`src/rtl/placement_cost_eval.sv`:
```
// Post-placement cost evaluator: walks the edge list, fetches endpoint positions and
// accumulates Manhattan / 1-hop wirelength, longest edge and placement error flags.
module placement_cost_eval #(
    parameter int unsigned N_EDGE = 142,
    parameter int unsigned GRID_N = 12,
    parameter int unsigned DW     = 32
) (
    input  logic                 clk,
    input  logic                 reset,
    input  logic                 start,
    output logic                 busy,
    output logic                 done,
    output logic                 ea_re,
    output logic                 eb_re,
    output logic [DW-1:0]        ea_addr,
    output logic [DW-1:0]        eb_addr,
    input  logic [DW-1:0]        ea_data,
    input  logic [DW-1:0]        eb_data,
    output logic                 px_re,
    output logic                 py_re,
    output logic [DW-1:0]        px_addr,
    output logic [DW-1:0]        py_addr,
    input  logic signed [DW-1:0] px_data,
    input  logic signed [DW-1:0] py_data,
    output logic signed [DW-1:0] sum,
    output logic signed [DW-1:0] sum_1hop,
    output logic [DW-1:0]        max_len,
    output logic                 err_unplaced,
    output logic                 err_range
);

    localparam logic signed [DW-1:0] NEG_ONE  = '1;
    localparam logic signed [DW-1:0] GRID_LIM = DW'(GRID_N);
    localparam logic [DW-1:0]        LAST_CNT = DW'(N_EDGE);

    typedef enum logic [3:0] {
        S_IDLE, S_RD_E, S_CAP_E, S_RD_A, S_CAP_A, S_RD_B, S_CAP_B,
        S_DIFF, S_ABS, S_ACC, S_DONE
    } state_t;

    state_t                state;
    logic [DW-1:0]         idx;
    logic [DW-1:0]         node_b;
    logic signed [DW-1:0]  ax, ay, bx, by;
    logic [DW-1:0]         dx, dy;
    logic                  edge_unpl, edge_rng;
    logic [DW-1:0]         idx_next, len, hop;

    function automatic logic is_unpl(input logic signed [DW-1:0] c);
        return c == NEG_ONE;
    endfunction

    function automatic logic is_rng(input logic signed [DW-1:0] c);
        return (c >= GRID_LIM) || (c < NEG_ONE);
    endfunction

    // Per-edge contributions, valid while in ACC (dx/dy already absolute)
    always_comb begin
        idx_next = idx + DW'(1);
        len      = dx + dy;
        hop      = (dx >> 1) + DW'(dx[0]) + (dy >> 1) + DW'(dy[0]);
    end

    always_ff @(posedge clk) begin
        if (reset) begin
            state        <= S_IDLE;
            busy         <= 1'b0;
            done         <= 1'b0;
            ea_re        <= 1'b0;
            eb_re        <= 1'b0;
            px_re        <= 1'b0;
            py_re        <= 1'b0;
            ea_addr      <= '0;
            eb_addr      <= '0;
            px_addr      <= '0;
            py_addr      <= '0;
            sum          <= '0;
            sum_1hop     <= '0;
            max_len      <= '0;
            err_unplaced <= 1'b0;
            err_range    <= 1'b0;
            idx          <= '0;
            node_b       <= '0;
            ax           <= '0;
            ay           <= '0;
            bx           <= '0;
            by           <= '0;
            dx           <= '0;
            dy           <= '0;
            edge_unpl    <= 1'b0;
            edge_rng     <= 1'b0;
        end else begin
            // Read enables are single-cycle strobes raised on entry to an RD state
            ea_re <= 1'b0;
            eb_re <= 1'b0;
            px_re <= 1'b0;
            py_re <= 1'b0;
            done  <= 1'b0;
            case (state)
                S_IDLE: begin
                    if (start) begin
                        sum          <= '0;
                        sum_1hop     <= '0;
                        max_len      <= '0;
                        err_unplaced <= 1'b0;
                        err_range    <= 1'b0;
                        idx          <= '0;
                        ea_addr      <= '0;
                        eb_addr      <= '0;
                        ea_re        <= 1'b1;
                        eb_re        <= 1'b1;
                        busy         <= 1'b1;
                        state        <= S_RD_E;
                    end
                end
                S_RD_E: state <= S_CAP_E;
                S_CAP_E: begin
                    node_b  <= eb_data;
                    px_addr <= ea_data;
                    py_addr <= ea_data;
                    px_re   <= 1'b1;
                    py_re   <= 1'b1;
                    state   <= S_RD_A;
                end
                S_RD_A: state <= S_CAP_A;
                S_CAP_A: begin
                    ax      <= px_data;
                    ay      <= py_data;
                    px_addr <= node_b;
                    py_addr <= node_b;
                    px_re   <= 1'b1;
                    py_re   <= 1'b1;
                    state   <= S_RD_B;
                end
                S_RD_B: state <= S_CAP_B;
                S_CAP_B: begin
                    bx    <= px_data;
                    by    <= py_data;
                    state <= S_DIFF;
                end
                S_DIFF: begin
                    dx        <= ax - bx;
                    dy        <= ay - by;
                    edge_unpl <= is_unpl(ax) | is_unpl(ay) | is_unpl(bx) | is_unpl(by);
                    edge_rng  <= is_rng(ax) | is_rng(ay) | is_rng(bx) | is_rng(by);
                    state     <= S_ABS;
                end
                S_ABS: begin
                    dx    <= dx[DW-1] ? -dx : dx;
                    dy    <= dy[DW-1] ? -dy : dy;
                    state <= S_ACC;
                end
                S_ACC: begin
                    if (edge_unpl || edge_rng) begin
                        err_unplaced <= err_unplaced | edge_unpl;
                        err_range    <= err_range | edge_rng;
                    end else begin
                        sum      <= sum + len - DW'(1);
                        sum_1hop <= sum_1hop + hop - DW'(1);
                        if (len > max_len) max_len <= len;
                    end
                    idx <= idx_next;
                    if (idx_next == LAST_CNT) begin
                        done  <= 1'b1;
                        busy  <= 1'b0;
                        state <= S_DONE;
                    end else begin
                        ea_addr <= idx_next;
                        eb_addr <= idx_next;
                        ea_re   <= 1'b1;
                        eb_re   <= 1'b1;
                        state   <= S_RD_E;
                    end
                end
                S_DONE:  state <= S_IDLE;
                default: state <= S_IDLE;
            endcase
        end
    end

endmodule

```
`config.mk`:
```
export PLATFORM = sky130hd
export DESIGN_NAME = placement_cost_eval
export DESIGN_NICKNAME = d
export VERILOG_FILES = /design/src/rtl/placement_cost_eval.sv
export SDC_FILE = /design/constraint.sdc
export NUM_CORES = 2
export LEC_CHECK = 0
export ABC_AREA = 1
export ABC_CLOCK_PERIOD_IN_PS = 3450
export CAP_MARGIN = 10
export CORE_ASPECT_RATIO = 0.75
export CORE_UTILIZATION = 40
export DETAILED_ROUTE_END_ITERATION = 10
export PLACE_DENSITY = 0.72
export SETUP_SLACK_MARGIN = 0.05
export SYNTH_ARGS = -nofsm -noshare
export SYNTH_HDL_FRONTEND = slang
export SYNTH_SLANG_ARGS = --single-unit
```
`constraint.sdc`:
```
create_clock -name clk -period 3.45 [get_ports clk]
set_clock_uncertainty 0.15 [all_clocks]
set_input_delay 0.69 -clock clk [delete_from_list [all_inputs] [get_ports clk]]
set_output_delay 0.69 -clock clk [all_outputs]
set_load 0.02 [all_outputs]
```
==> flow_summary.ini <==
[synth]
yosysWarnings = 0
synth_seq_area_share_pct = 26.9
ys.flop_type = dfxtp_1
synth-edff-count = 0
synth_nets = 5368
synth.distinct_cells = 50
synth.avg_cell_area_um2 = 6.43
synth_top_area_cell = dfxtp_1
ys_top_cells_by_area = dfxtp_1 27%, nand2_1 10%, ha_1 9.9%
synth_top_cell_area_share_pct = 26.9
synth-seq-cells = 428
synth_cells = 4949
netlist_area_mm2 = 0.0318
async_reset_ff_share_pct = 0

[sta]
post-route-worst-setup-slack_ps = -500
max_freq_mhz = 253
maxSlewViolCount = 0
finalCritPeriodShare_pct = 114
slew_headroom_pct = 25.3
rsz0062_at_grt = true
worst_pin_slew_ps = 1120
finalHoldViolCount = 0
setup-violations-final = 57
fin_crit_ps = 3950
tns_ps = -18670

[pwr]
vdd_drop_max_mv = 0.368
p_leak_nw = 19.7
power_density_mw_per_mm2 = 332

[critical_path]
r2r_slack_ps = -500
cp.arrival_ps = 4280
critPathLaunch = dy[7]
timing.rr.start = dy[7]
cp_max_fo = 4
worstPathRequired_ps = 3780
r2r_end = sum[31]
critPathLaunchType = register
worst-setup-path-type = register to register
crit_path_end_kind = register
worst_r2r_path_depth = 25

[layout]
postLayoutCellArea_mm2 = 0.0434
n_fill_cell = 7441
fin_cells = 6638
drive_gt1_share_pct = 17.8
areaGrowthSynthToFinish_pct = 36.3
layout.nets = 5971

[clock_network]
cts.sinks = 428
cts_max_level = 2
root_buffer = clkbuf_16
cts_tree = done
cts_buffer_depth = 3
clk_latency_ps = 650
numCtsBuffers = 49
path_clk_slew_ps = 70

[hold_path]
hold_path_end = bx[24]
hold_class = input port to register
hold_depth = 4
hold_start = reset

[outcome]
status = complete, but fails checks
violations = negative setup slack

[placed_design]
portBuffers = 362
gp_congestion = 1.04
placed_cells = 6510
dp_hpwl_um = 95700
place_area_mm2 = 0.0389

[detailed_routing]
vias_per_cell = 5.37
wl_per_cell_um = 18.8
first_pass_iters = 6
vias = 35633
antenna_left = 0
finalWirelength_um = 125000
drt-initial-drc-count = 3532
drc_errors = 0

[floorplan]
initial_core_util_pct = 40.4
num_io_pins = 363
die_area_mm2 = 0.0807
rows = 89
die_h_um = 246
die-width_um = 328
core_mm2 = 0.0787

[global_route]
grt_pass1_vias = 32685
grt_antenna_before_repair = 1
grt_pass1_wl_um = 188000
grt_usage_pct = 29.6
grt_overflow = 0
grt_max_degree = 152

[run]
drv_cap = 0
## logic make-up (layout without fill, tap and decap cells)
| family | Yosys count | in the layout | share of synthesized area (%) |
|---|---|---|---|
| flops | 428 | 428 | 26.9 |
| fa+ha+maj | 288 | 288 | 12.2 |
| simple gates | 1992 | 1992 | 26.7 |
| other cells | 0 | 1 | 0 |
| compound gates | 1184 | 1184 | 19.9 |
| xor+xnor | 55 | 55 | 1.51 |
| buf+inv | 1002 | 1644 | 12.7 |
## cell usage in the layout (no fill, tap or decap), types with 35 or more instances in the layout
cell type,count
ha_4,67
nor3_1,45
nand2_2,60
a21oi_1,536
nand3_2,40
nor4_1,36
dfxtp_1,399
a21oi_2,49
inv_1,721
nand2_1,801
ha_1,178
nor2_1,516
inv_2,53
o21ai_0,362
clkbuf_16,50
o21a_1,35
buf_4,367
clkdlybuf4s50_1,361
nand3_1,252
nand4_1,90
a31oi_1,36
## routing by layer
layer / vias up / part of all wire, % / global-route usage [%]
met5: - / 0.0072 / 0
met2: 1457 / 42 / 44.4
li1: 17418 / - / -
met3: 159 / 9.5 / 5.60
met1: 16597 / 46 / 43.3
met4: 2 / 2.1 / 6.40
## power breakdown
part | internal [mW] | total, mW | switching, mW
Clock | 3.31 | 5.76 | 2.44
Sequential | 5.08 | 5.18 | 0.108
Combinational | 1.23 | 3.45 | 2.22
Total | 9.62 | 14.4 | 4.77
## final cells by class
cell class                 count  area, um^2  area share (%)
clock inverter                31         430           0.993
sequential                   428        8610            19.9
multi-input combinational   3519       21700            50.1
clock buffer                  59        1290            2.98
antenna                        1        2.50         0.00577
tap                         1046        1310            3.02
timing repair buffer         770        6990            16.1
inverter                     784        2980            6.87
## how the worst max path moves through the flow
| stage | to | slack (ps) | cells after the start |
|---|---|---|---|
| after floorplan | sum[26] | -70 | 26 |
| after global placement | sum[14] | -610 | 18 |
| after detailed placement | sum[30] | -700 | 22 |
| after CTS | sum[31] | -350 | 26 |
| after global routing | sum[31] | -640 | 26 |
| final | sum[31] | -500 | 25 |
## worst max-delay path, stage by stage, from the launching register on
cell and delay, ps:
dfxtp_1 330, ha_4 290, buf_4 130, nand2_1 100, nor2_1 210, nand2_4 80, nand3_4 110, nand4_1 140
nand3_2 130, nand2_1 60, nand2_1 70, xor2_1 150, buf_4 160, inv_4 40, ha_4 240, inv_2 40
ha_4 210, buf_6 130, a21oi_4 140, a21boi_4 200, nor2_2 60, nor3_2 170, nand3_2 120, nand3b_1 180
nand3_1 80, a21oi_1 70
## what timing repair did
action	4_1_cts	5_1_grt
hold buffers	0	0
pin swaps	107	81
gates cloned	3	1
buffers inserted	22	15
setup endpoints to repair	74	81
endpoints found under the hold margin	0	0
resized for setup	300	263
## Yosys cell counts (all sizes together) (4+ instances only)
library cell and n:
dfxtp 428, nor3 57, o2111ai 5, o21a 35
nand2 881, inv 783, o221ai 5, ha 252
nor2 568, xor2 43, o211ai 12, a21o 23
a31oi 38, nand4 90, nor4 40, nand3 296
or2 31, xnor2 12, clkbuf 127, a41oi 4
fa 36, o21bai 20, a21boi 15, buf 91
a21oi 600, nor3b 7, a211oi 7, nand3b 18
o21ai 410
## registers in the layout, indices dropped and copies added, names as in the netlist, 4 cells and up
name	flops
ax	32
ay	32
bx	32
by	32
dx	32
dy	32
eb_addr	32
idx	32
max_len	32
node_b	32
py_addr	32
state	4
sum	32
sum_1hop	32
## metrics by stage
step                      total power, mW  hold slack [ps]  utilization (%)  setup slack (ps)
after global routing                 15.0              299             55.1              -635
final                                14.4              311             55.1              -500
after detailed placement             8.52              319             49.4              -699
after floorplan                      7.26              298                -             -68.8
after global placement               8.49              313             49.4              -611
after CTS                            14.3              284             53.5              -352
No activity file was read; power rests on OpenSTA's default activity.
